$ cat src/rtl/wta_disparity_select.sv
// Winner-take-all disparity selection: streams ND matching costs per pixel and
// reports the index of the minimum cost, the minimum itself and a uniqueness flag.
module wta_disparity_select #(
    parameter int ND      = 64,
    parameter int NBITC   = 12,
    parameter int UNIQ_TH = 8,
    localparam int NBITD  = $clog2(ND)
) (
    input  logic             i_clk,
    input  logic             i_rst,
    input  logic             i_dval,
    input  logic [NBITC-1:0] i_data,
    output logic             o_dval,
    output logic [NBITD-1:0] o_data,
    output logic [NBITC-1:0] o_cost,
    output logic             o_uniq
);

    // Handshake: valid-only streaming with no backpressure. A beat is accepted
    // on every rising edge where i_dval=1; o_dval is a one-cycle pulse and the
    // result fields stay stable until the next pulse.

    localparam logic [NBITD-1:0] LAST_D  = NBITD'(ND - 1);
    localparam logic [NBITC:0]   TH      = (NBITC+1)'(UNIQ_TH);
    localparam logic [NBITC-1:0] ALL_ONE = '1;

    logic [NBITD-1:0] d;
    logic [NBITC-1:0] best;
    logic [NBITC-1:0] second;
    logic [NBITD-1:0] idx;

    logic [NBITC-1:0] best_nxt;
    logic [NBITC-1:0] second_nxt;
    logic [NBITD-1:0] idx_nxt;
    logic [NBITC-1:0] margin;
    logic             last_beat;

    // Compare the incoming beat against the running best/second pair. The
    // last beat uses these next-state values directly so the decision
    // includes it without an extra cycle.
    always_comb begin
        best_nxt   = best;
        second_nxt = second;
        idx_nxt    = idx;
        if (d == '0) begin
            best_nxt   = i_data;
            second_nxt = ALL_ONE;
            idx_nxt    = '0;
        end else if (i_data < best) begin
            second_nxt = best;
            best_nxt   = i_data;
            idx_nxt    = d;
        end else if (i_data < second) begin
            second_nxt = i_data;
        end
    end

    assign last_beat = (d == LAST_D);
    assign margin    = second_nxt - best_nxt;

    always_ff @(posedge i_clk or posedge i_rst) begin
        if (i_rst) begin
            d      <= '0;
            best   <= '0;
            second <= ALL_ONE;
            idx    <= '0;
            o_dval <= 1'b0;
            o_data <= '0;
            o_cost <= '0;
            o_uniq <= 1'b0;
        end else begin
            o_dval <= 1'b0;
            if (i_dval) begin
                best   <= best_nxt;
                second <= second_nxt;
                idx    <= idx_nxt;
                if (last_beat) begin
                    d      <= '0;
                    o_dval <= 1'b1;
                    o_data <= idx_nxt;
                    o_cost <= best_nxt;
                    o_uniq <= ({1'b0, margin} >= TH);
                end else begin
                    d <= d + 1'b1;
                end
            end
        end
    end

endmodule

$ cat config.mk
export PLATFORM = sky130hd
export DESIGN_NAME = wta_disparity_select
export DESIGN_NICKNAME = d
export VERILOG_FILES = /design/src/rtl/wta_disparity_select.sv
export SDC_FILE = /design/constraint.sdc
export NUM_CORES = 1
export LEC_CHECK = 0
export CAP_MARGIN = 0
export CORE_AREA = 2 2 112 71
export DETAILED_ROUTE_END_ITERATION = 8
export DIE_AREA = 0 0 114 73
export PLACE_DENSITY_LB_ADDON = 0.12
export SYNTH_ARGS = -nofsm -noshare
export SYNTH_HDL_FRONTEND = slang
export SYNTH_SLANG_ARGS = --single-unit
$ cat constraint.sdc
create_clock -name i_clk -period 4.15 [get_ports i_clk]
set_input_delay 0.415 -clock i_clk [delete_from_list [all_inputs] [get_ports i_clk]]
set_output_delay 0.415 -clock i_clk [all_outputs]
set_load 0.03 [all_outputs]
==> After elaboration in Yosys (flattened, before gate mapping) <==
Index checks and enable logic that the tools add are counted.
{ "totals": {"reg_bits": 56, "output_inout_bits": 20, "wordCells": 26} }
{ "classes": {"n_addsub": 2, "order_cmp": 3, "eq_ne": 1, "muxes": 10, "n_reduce_logical": 2} }
{ "op_table": {"columns": ["op", "count"], "rows": [
  ["$mux 12", 5],
  ["$lt 12x12->1", 2],
  ["$mux 6", 3],
  ["$ge 12x4->1 const B", 1],
  ["$sub 12x12->12", 1],
  ["$add 6x1->6 const B", 1],
  ["$eq 6x6->1 const B", 1],
  ["$logic_not 6->1", 1],
  ["$mux 1", 2],
  ["$reduce_and 2->1", 1]
]} }

==> Longest topological paths before layout <==
Gate-level depths: netlist of run 1.
{ "depth": {"ltp_word": 6, "mapped_depth": 21, "ltp_nobuf": 21} }

==> Least setup slack after synthesis of run 1 <==
OpenSTA, ideal clock, no wires.
{ "synth_path": {"path_kind": "flip-flop to flip-flop", "start": "reg second[9]", "end": "reg o_uniq", "setup_ns": 0.124, "t_arrival_ns": 4.155, "t_required_ns": 4.026, "slack_ns": -0.129, "path_stages_with_launch": 22, "period_less_slack_ns": 4.279, "cell_sequence": "dfstp_2 > inv_1 > ha_1 > a21o_1 > a21oi_1 > nor2b_1 > a2111oi_4 > mux2_2 > mux2_2 > nor2_1 > ha_1 > inv_1 > fa_1 > a21oi_1 > nor2b_1 > o21a_1 > o21a_1 > o21ai_0 > a21oi_1 > mux2_2 > nor3_1 > a21oi_1"} }
{ "synth_between": {"elab_chain_cells": 6} }
{ "synth_rtl": {"columns": ["element", "line", "rtl"], "rows": [
  ["start, declared", "29", "logic [NBITC-1:0] second;"],
  ["start signal, assigned", "75", "second <= second_nxt;"],
  ["$lt 12x12->1", "53", "end else if (i_data < second) begin"],
  ["$mux 12 *", "53", null],
  ["$mux 12 *", "49", "end else if (i_data < best) begin"],
  ["$mux 12 *", "45", "if (d == '0) begin"],
  ["$sub 12x12->12 *", "59", "assign margin = second_nxt - best_nxt;"],
  ["$ge 12x4->1 *", "82", "o_uniq <= ({1'b0, margin} >= TH);"],
  ["end signal, assigned", "82", null],
  ["end, declared", "16", "output logic o_uniq"]
]} }
Mark *: on every way between the ends. The rest lies on a longest branch, timed or not.
A chain may end at the register's enable or synchronous reset.

==> Final worst setup path of run 1 <==
{ "layout_path": {"start": "reg second[1]", "end": "reg o_uniq"} }
The elaborated chain is that of the path after synthesis.

==> impl_metrics.py, run 1 <==
metrics = {
    "finish": {
        "final_common_cell": "buf_4",
        "final_area_um2": 4890,
        "synthToLayoutAreaGrowth_pct": 32.8,
        "fin_cells": 587,
        "antenna_cells": 0,
        "fin_nets": 543,
        "layout_common_cells": "72 x buf_4, 44 x dfrtp_1, 41 x nor2_1",
        "n_fill_cell": 620,
        "drive_above_1_share_pct": 29.8,
    },
    "logic_synthesis": {
        "synth_seq_cells": 56,
        "yosys_warnings": 0,
        "synth_cell_types": 50,
        "postSynthCellCount": 396,
        "async_flop_share_pct": 100,
        "synth.avg_cell_area_um2": 9.31,
        "syn-num-nets": 447,
        "ys_seq_area_share_pct": 38.4,
        "synth_flop_cell": "dfrtp_1",
        "synth_edf_count": 0,
        "syn_area_um2": 3680,
    },
    "global_route": {
        "grt_pass1_vias": 2987,
        "grt_max_degree": 50,
        "overflow": 0,
        "grt_pass1_wl_um": 15300,
        "antenna_found_initial": 0,
        "grt_usage_pct": 23.9,
    },
    "placed_design": {
        "place.gp.congestion": 0.853,
        "io_buffers": 34,
        "place_ws_ns": -0.594,
        "placed_area_um2": 4680,
        "dp_cells": 576,
        "hpwl_um": 7080,
    },
    "power_and_ir_drop": {
        "combPwrFrac_pct": 71.2,
        "p_leak_uw": 0.00236,
        "clockPowerShare_pct": 9.4,
        "pwr-share-seq_pct": 19.3,
        "p_switching_uw": 2060,
        "switching_share_pct": 43.2,
        "power.internal_uw": 2710,
        "ir_worst_vdd_v": 0.000397,
        "power.density_nw_per_um2": 973,
    },
    "worst_setup_path": {
        "cp_num_cells": 20,
        "critPathLaunchType": "flip-flop",
        "critPathCaptureType": "flip-flop",
        "slowest_delay_ns": 0.54,
        "cp.required_ns": 4.34,
        "path_cells": "inv_2 -> ha_4 -> a211oi_4 -> o21ai_2 -> a2111oi_4 -> mux2_4 -> mux2_4 -> nor2_4 -> ha_4 -> inv_2 -> fa_2 -> a21oi_2 -> nor2b_1 -> o21a_1 -> o21a_1 -> or3_1 -> nand2_1 -> o211ai_1 -> nor3_2 -> a21oi_1",
        "r2r_cells": 20,
        "path_buf_inv": 2,
        "arrival_ns": 4.44,
        "slowest_stage": "dfstp_2",
        "crit_type": "flip-flop to flip-flop",
        "crit_family": "compound AO/OA/AOI/OAI gates",
        "cp_max_fo": 3,
    },
    "timing": {
        "grt_setup_unrepaired": "true",
        "final.min_clock_period_ns": 4.25,
        "fmax_mhz": 235,
        "slew_violations": 0,
        "setup_tns_ns": -0.0976,
        "worst_clock_skew_ns": 0.00635,
        "worstMarginPinSlew_ns": 1.02,
        "slew_headroom_pct": 31.9,
        "hold_viol": 0,
        "setup_viol": 1,
        "setup_ws_ns": -0.0976,
        "fin_crit_sh_pct": 102,
    },
    "floorplan": {
        "die_h_um": 73,
        "num_rows": 25,
        "start_util_pct": 49.5,
        "die_width_um": 114,
        "core_um2": 7440,
        "ioPinCount": 35,
        "die_area_um2": 8320,
    },
    "clock_tree": {
        "clkTransAtPathRegs_ns": 0.08,
        "cts_sinks": 56,
        "clock_latency_ns": 0.30,
        "cts_tree": "done",
        "cts_htree_levels": 2,
        "clk_path_buf_depth": 2,
        "cts_made_buffers": 5,
        "root_buffer": "clkbuf_16",
    },
    "drt": {
        "routed_via_density": 5.44,
        "vias": 3192,
        "wl_um": 9490,
        "avgRoutedWirePerCell_um": 16.2,
        "drc": 0,
        "drt_iter0_drc": 225,
        "antenna_left": 0,
        "first_pass_iters": 4,
    },
    "worst_hold_path": {
        "whs_path_depth": 2,
        "hold_path_class": "flip-flop to flip-flop",
    },
    "job": {
        "cap_violations": 0,
    },
    "outcome": {
        "violations": "negative setup slack",
        "status": "complete, but fails checks",
    },
}
-- cell families after synthesis --
group	count (synthesis)	share of synthesized area, %
DFF	56	38.4
adders and majority gates	36	12.4
and+or+nand+nor	106	12.4
xor gates and xnor gates	6	1.43
buffers and inverters	48	5.03
AOI/OAI and AO/OA	102	17.9
muxes	42	12.3
-- cell type report --
type / count / area (um^2) / share of cell area [%]
repair buffers: 106 / 881 / 18.0
clock inverters: 3 / 27.5 / 0.562
well taps: 94 / 118 / 2.40
multi-input cells: 292 / 2210 / 45.2
flip-flops and latches: 56 / 1420 / 28.9
clock buffers: 5 / 125 / 2.56
inverters: 31 / 116 / 2.38
-- worst reg2reg max path, cell delays in order (launching register included) --
cell	delay, ns
dfstp_2	0.54
inv_2	0.05
ha_4	0.24
a211oi_4	0.22
o21ai_2	0.12
a2111oi_4	0.43
mux2_4	0.33
mux2_4	0.28
nor2_4	0.12
ha_4	0.15
inv_2	0.03
fa_2	0.32
a21oi_2	0.12
nor2b_1	0.06
o21a_1	0.18
o21a_1	0.20
or3_1	0.31
nand2_1	0.06
o211ai_1	0.11
nor3_2	0.20
a21oi_1	0.08
-- power by group through the flow --
stage               registers [uW]  clock network (uW)  logic (uW)
finish                         921                 449        3390
global route                   944                 477        3710
CTS                            918                 458        3330
detailed placement             926                   0        3190
global placement               915                   0        3120
floorplan                      931                   0        2000
-- Yosys cell counts (4+ instances only) --
library cell	number	area share [%]
mux2_2	27	8.3
o21a_1	4	0.81
nor2_1	42	4.3
dfstp_2	12	8.6
a21oi_1	27	3.7
dfrtp_1	44	30
mux2i_1	15	4.1
o21ai_0	32	4.3
nand4_1	4	0.68
xnor2_1	4	0.95
a31oi_1	12	2.0
clkbuf_1	13	1.3
buf_2	4	0.54
inv_1	30	3.1
ha_1	35	12
a32o_1	4	1.1
nor3_1	4	0.54
nand2_1	39	4.0
-- flip-flops by register name, indices dropped and copies added (netlist names) --
register and cells:
best 12, d 6, idx 6, o_cost 12, o_data 6, o_dval 1
o_uniq 1, second 12
-- timing repair --
action | in CTS | in global routing
pin swaps | 13 | 0
endpoints found under the setup margin | 1 | 1
setup buffers | 3 | 0
hold buffers | 0 | 0
gates resized for setup | 11 | 4
gates cloned | 0 | 0
-- worst paths after layout --
| kind | start | to | slack, ns |
|---|---|---|---|
| setup / recovery | second[1] | o_uniq | -0.1 |
| max in group asynchronous | i_rst | second[1] | 2.68 |
| setup reg to reg | second[1] | o_uniq | -0.1 |
| hold / removal | o_data[4] | o_data[4] | 0.48 |
| hold reg to reg | o_data[4] | o_data[4] | 0.48 |
| min in group asynchronous | i_rst | o_data[4] | 0.68 |
-- per-stage QoR --
step	util [%]	power, uW	hold slack (ns)
2_1_floorplan	-	2930	0.461
4_1_cts	65.6	4700	0.474
6_report	65.7	4760	0.475
5_1_grt	65.7	5130	0.508
3_5_place_dp	62.9	4110	0.456
3_3_place_gp	62.9	4030	0.449
-- layer usage --
| metal | routed length (um) | vias up | GRT usage, % |
|---|---|---|---|
| met5 | 0 | - | 0 |
| met4 | 87 | 0 | 4.74 |
| met3 | 550 | 10 | 4.24 |
| met2 | 3850 | 89 | 33.8 |
| met1 | 5000 | 1501 | 38.0 |
| li1 | - | 1592 | - |
Power figures use the tool's default switching activity.
==> inputs of run 2 (changes only) <==
Settings changed: CORE_AREA 2 2 112 71 to 2 2 106 67, DIE_AREA 0 0 114 73 to 0 0 108 69, DONT_BUFFER_PORTS set to 1.
==> impl_metrics.py, run 2 (same netlist as run 1, synthesis figures left out) <==
metrics = {
    "timing": {
        "fmax_mhz": 240,
        "fin_crit_sh_pct": 100,
        "final.min_clock_period_ns": 4.16,
        "hold_viol": 0,
        "worst_clock_skew_ns": 0.0148,
        "setup_ws_ns": -0.0106,
        "slew_violations": 0,
        "worstMarginPinSlew_ns": 0.716,
        "holdWs_ns": 0.135,
        "setup_viol": 1,
        "slew_headroom_pct": 52.2,
        "grt_setup_unrepaired": "true",
    },
    "floorplan": {
        "die_area_um2": 7450,
        "die_width_um": 108,
        "ioPinCount": 35,
        "num_rows": 23,
        "core_um2": 6470,
        "die_h_um": 69,
        "start_util_pct": 56.9,
    },
    "placed_design": {
        "dp_cells": 494,
        "io_buffers": 0,
        "hpwl_um": 6440,
        "placed_area_um2": 4030,
        "place.gp.congestion": 0.854,
    },
    "global_route": {
        "antenna_found_initial": 0,
        "grt_pass1_vias": 2843,
        "grt_usage_pct": 24.9,
        "overflow": 0,
        "grt_max_degree": 57,
        "grt_pass1_wl_um": 14400,
    },
    "finish": {
        "final_area_um2": 4190,
        "synthToLayoutAreaGrowth_pct": 13.8,
        "layout_common_cells": "44 x dfrtp_1, 41 x nor2_1, 38 x nand2_1",
        "fin_nets": 471,
        "fin_util_pct": 64.8,
        "antenna_cells": 0,
        "drive_above_1_share_pct": 25.9,
        "top_regs": "best (12), o_cost (12), second (12)",
        "fin_cells": 508,
        "final_common_cell": "dfrtp_1",
    },
    "worst_setup_path": {
        "cp_max_fo": 2,
        "slowest_stage": "dfstp_2",
        "critPathLaunchType": "flip-flop",
        "cp_common_cell": "buf_4",
        "arrival_ns": 4.42,
        "path_cells": "inv_2 -> ha_4 -> o21ai_1 -> a211oi_2 -> a2111oi_4 -> mux2_4 -> mux2_4 -> nor2_4 -> ha_4 -> inv_2 -> fa_2 -> a21oi_2 -> nor2b_1 -> o21a_1 -> o21a_1 -> o21ai_2 -> buf_4 -> buf_4 -> buf_4 -> nand2_1 -> o211ai_1 -> nor3_2 -> a21oi_1",
        "crit_type": "flip-flop to flip-flop",
        "critPathCaptureType": "flip-flop",
        "slowest_delay_ns": 0.56,
        "cp.required_ns": 4.41,
    },
    "power_and_ir_drop": {
        "ir_worst_vdd_v": 0.000589,
        "totalPowerFinal_uw": 4260,
        "power.density_nw_per_um2": 1020,
        "p_leak_uw": 0.00200,
    },
    "drt": {
        "top_layer": "met4",
        "wl_met3_um": 746,
        "routed_via_density": 5.81,
        "wl_um": 8820,
        "first_pass_iters": 4,
        "avgRoutedWirePerCell_um": 17.4,
        "route.met2.wl_um": 3410,
        "vias": 2952,
        "antenna_left": 0,
        "drt_iter0_drc": 220,
        "wl_met1_um": 4610,
        "drc": 0,
    },
    "clock_tree": {
        "cts_hold_buf": 0,
        "clkTransAtPathRegs_ns": 0.12,
        "root_buffer": "clkbuf_8",
        "cts_sinks": 56,
        "clk_path_buf_depth": 2,
        "cts_made_buffers": 5,
        "cts_tree": "done",
        "clock_latency_ns": 0.33,
        "cts_htree_levels": 2,
    },
    "worst_hold_path": {
        "hold_path_class": "input port to flip-flop",
    },
    "outcome": {
        "status": "complete, but fails checks",
        "violations": "negative setup slack",
    },
    "job": {
        "cap_violations": 0,
    },
}
run 2: cell types whose count changed in the layout (fill, tap and decap cells not counted), sizes merged:
cell and delta:
buf -38, dlygate4sd2 -2, dlymetal6s2s -1, clkdlybuf4s50 -31
run 2: through the flow:
stage	setup slack [ns]	TNS, ns
after floorplan	-0.0136	-0.0136
after CTS	-0.0131	-0.0131
after global placement	-0.0787	-0.0787
final	-0.0106	-0.0106
after detailed placement	-0.145	-0.145
after global routing	-0.242	-0.242
run 2: worst max-delay path, delay by kind of cell (launching register included):
family,cells,cell delay [ns]
AO/OA/AOI/OAI,9,1.60
adder cells (fa/ha/maj),3,0.67
multiplexers,2,0.61
flip-flops,1,0.56
buffers and inverters,5,0.39
AND/OR/NAND/NOR,4,0.27
run 2: final timing paths:
path | endpoint | cells past startpoint | start | slack, ns
worst max-delay path | o_uniq | 23 | second[4] | -0.01
worst min-delay path | second[10] | 1 | i_dval | 0.13
worst max register to register | o_uniq | 23 | second[4] | -0.01
worst min register to register | second[2] | 2 | second[2] | 0.49
max in group asynchronous | d[3] | 2 | i_rst | 3.51
min in group asynchronous | o_dval | 2 | i_rst | 0.16
run 2: metal layers:
metal  vias up  GRT usage, %
met5         -             0
met4         0          3.70
met3         9          6.43
met2        92          32.1
met1      1403          41.4
li1       1448             -
run 2: repair_timing:
item,in CTS,in global routing
endpoints found under the setup margin,1,1
buffers inserted,6,0
cloned,0,0
pin swaps,7,3
hold endpoints to repair,0,0
gates resized for setup,10,0
run 2: power breakdown:
| group | total [uW] | internal, uW | switching [uW] |
|---|---|---|---|
| Clock | 330 | 125 | 206 |
| Combinational | 2990 | 1420 | 1570 |
| Sequential | 939 | 776 | 163 |
run 2: cell type report:
type	instances	area [um^2]
inverters	31	116
repair buffers	34	255
flip-flops and latches	56	1420
multi-input cells	292	2200
well taps	87	109
fillers	536	2280
clock inverters	3	27.5
clock buffers	5	68.8
==> inputs of run 3 (changes only) <==
Settings changed: CORE_AREA 2 2 106 67 to 2 2 105 66, DIE_AREA 0 0 108 69 to 0 0 107 68, REMOVE_ABC_BUFFERS set to 1.
Clock period 4.15 ns to 4.9 ns, I/O delays scaled along.
==> impl_metrics.py, run 3 (same netlist as run 1, synthesis figures left out) <==
metrics = {
    "outcome": {
        "status": "finished clean",
    },
    "worst_setup_path": {
        "path_cells": "inv_1 -> ha_1 -> a211oi_1 -> o21ai_1 -> a2111oi_4 -> buf_4 -> nor2_1 -> a21oi_1 -> mux2_2 -> nand2_1 -> ha_1 -> nor2b_1 -> o31a_1 -> o21ai_0 -> a21boi_0 -> o21ai_0 -> a21oi_1 -> o41a_1 -> xor2_1 -> a21oi_1",
        "crit_family": "compound AO/OA/AOI/OAI gates",
        "cp-endpoint": "o_uniq",
        "reg2reg_from": "second[5]",
        "critPathCaptureType": "flip-flop",
        "reg2reg_slack_ns": 0.34,
        "slowest_stage": "dfstp_2",
        "path_buf_inv": 2,
        "arrival_ns": 4.79,
        "cp-startpoint": "second[5]",
        "cp.required_ns": 5.14,
        "slowest_delay_ns": 0.55,
        "r2r_cells": 20,
        "critPathLaunchType": "flip-flop",
        "r2r_end": "o_uniq",
        "crit_type": "flip-flop to flip-flop",
        "cp_num_cells": 20,
        "cp_common_cell": "a21oi_1",
        "cp_max_fo": 11,
    },
    "finish": {
        "final_common_cell": "dfrtp_1",
        "antenna_cells": 0,
        "n_fill_cell": 565,
        "drive_above_1_share_pct": 15.6,
        "fin_cells": 484,
        "layout_common_cells": "44 x dfrtp_1, 42 x nor2_1, 39 x nand2_1",
        "top_regs": "best (12), o_cost (12), second (12)",
        "synthToLayoutAreaGrowth_pct": 5.53,
        "fin_nets": 447,
    },
    "timing": {
        "final.min_clock_period_ns": 4.56,
        "setup_tns_ns": 0,
        "fin_crit_sh_pct": 93.0,
        "grt_setup_unrepaired": "false",
        "slew_headroom_pct": 52.8,
        "worstMarginPinSlew_ns": 0.709,
        "setup_viol": 0,
        "slew_violations": 0,
        "fmax_mhz": 220,
        "worst_clock_skew_ns": 0.00276,
        "hold_viol": 0,
    },
    "drt": {
        "wl_um": 8550,
        "drc": 0,
        "avgRoutedWirePerCell_um": 17.7,
        "vias": 2845,
        "antenna_left": 0,
        "first_pass_iters": 5,
        "drt_iter0_drc": 145,
        "routed_via_density": 5.88,
    },
    "floorplan": {
        "die_area_um2": 7280,
        "die_h_um": 68,
        "ioPinCount": 35,
        "core_um2": 6420,
        "start_util_pct": 57.4,
        "num_rows": 23,
        "die_width_um": 107,
    },
    "power_and_ir_drop": {
        "combPwrFrac_pct": 65.7,
        "pwr-share-seq_pct": 26.1,
        "ir_worst_vdd_v": 0.000393,
        "p_switching_uw": 1480,
        "clockPowerShare_pct": 8.2,
        "p_leak_uw": 0.00188,
        "totalPowerFinal_uw": 3170,
        "power.density_nw_per_um2": 815,
        "switching_share_pct": 46.6,
        "power.internal_uw": 1690,
    },
    "worst_hold_path": {
        "hold_path_class": "input port to flip-flop",
    },
    "clock_tree": {
        "cts_resized": 0,
        "cts_sinks": 56,
        "cts_tree": "done",
        "clkTransAtPathRegs_ns": 0.10,
        "cts_htree_levels": 2,
        "cts_made_buffers": 5,
        "root_buffer": "clkbuf_8",
        "clock_latency_ns": 0.30,
        "post_cts_buffers": 0,
        "clk_path_buf_depth": 2,
        "cts_hold_buf": 0,
    },
    "placed_design": {
        "hpwl_um": 6120,
        "io_buffers": 0,
        "dp_cells": 476,
        "place.gp.congestion": 0.868,
    },
    "global_route": {
        "antenna_found_initial": 0,
        "grt_usage_pct": 24.9,
        "grt_pass1_wl_um": 13900,
        "overflow": 0,
        "grt_pass1_vias": 2710,
        "grt_max_degree": 57,
    },
    "job": {
        "cap_violations": 0,
    },
}
-- run 3: how the worst min path moves through the flow --
stage	cells after the start	slack, ns	to	startpoint
finish	1	0.24	second[10]	i_dval
global route	1	0.22	second[6]	i_dval
CTS	1	0.23	second[0]	i_dval
detailed placement	1	0.48	idx[2]	idx[2]
global placement	1	0.47	idx[2]	idx[2]
floorplan	1	0.46	idx[4]	idx[4]
-- run 3: routing by layer --
metal | global-route usage [%] | vias to the layer above | wire length, um
li1 | - | 1404 | -
met1 | 36.3 | 1352 | 4420
met2 | 39.0 | 85 | 3530
met3 | 5.52 | 4 | 562
met4 | 4.06 | 0 | 37
met5 | 0 | - | 0
-- run 3: final cells by class --
class	instances	area (um^2)	area share, %
Tap cell	87	109	2.80
Timing Repair Buffer	10	75.1	1.93
Sequential cell	56	1420	36.4
Inverter	31	116	2.99
Clock inverter	2	16.3	0.418
Multi-Input combinational cell	292	2080	53.6
Clock buffer	6	72.6	1.87
-- run 3: per-stage QoR --
step	setup slack, ns	cell area [um^2]	hold slack, ns	util [%]
final	0.345	3890	0.239	60.6
after global routing	0.0447	3890	0.217	60.6
after CTS	0.340	3890	0.225	60.6
after detailed placement	0.382	3800	0.480	59.2
after global placement	0.379	3800	0.473	59.2
after floorplan	0.176	3620	0.461	-
-- run 3: worst reg2reg max path, stage by stage (launching register included) --
cell	delay, ns
dfstp_2	0.55
inv_1	0.06
ha_1	0.28
a211oi_1	0.24
o21ai_1	0.15
a2111oi_4	0.34
buf_4	0.23
nor2_1	0.06
a21oi_1	0.13
mux2_2	0.18
nand2_1	0.09
ha_1	0.29
nor2b_1	0.14
o31a_1	0.26
o21ai_0	0.26
a21boi_0	0.18
o21ai_0	0.31
a21oi_1	0.11
o41a_1	0.33
xor2_1	0.15
a21oi_1	0.14
-- run 3: power groups by stage --
stage               Clock [uW]  Combinational [uW]  Sequential [uW]
floorplan                    0                1580              793
global placement             0                1990              824
detailed placement           0                2040              832
CTS                        265                2060              822
global route               284                2320              851
finish                     260                2080              826
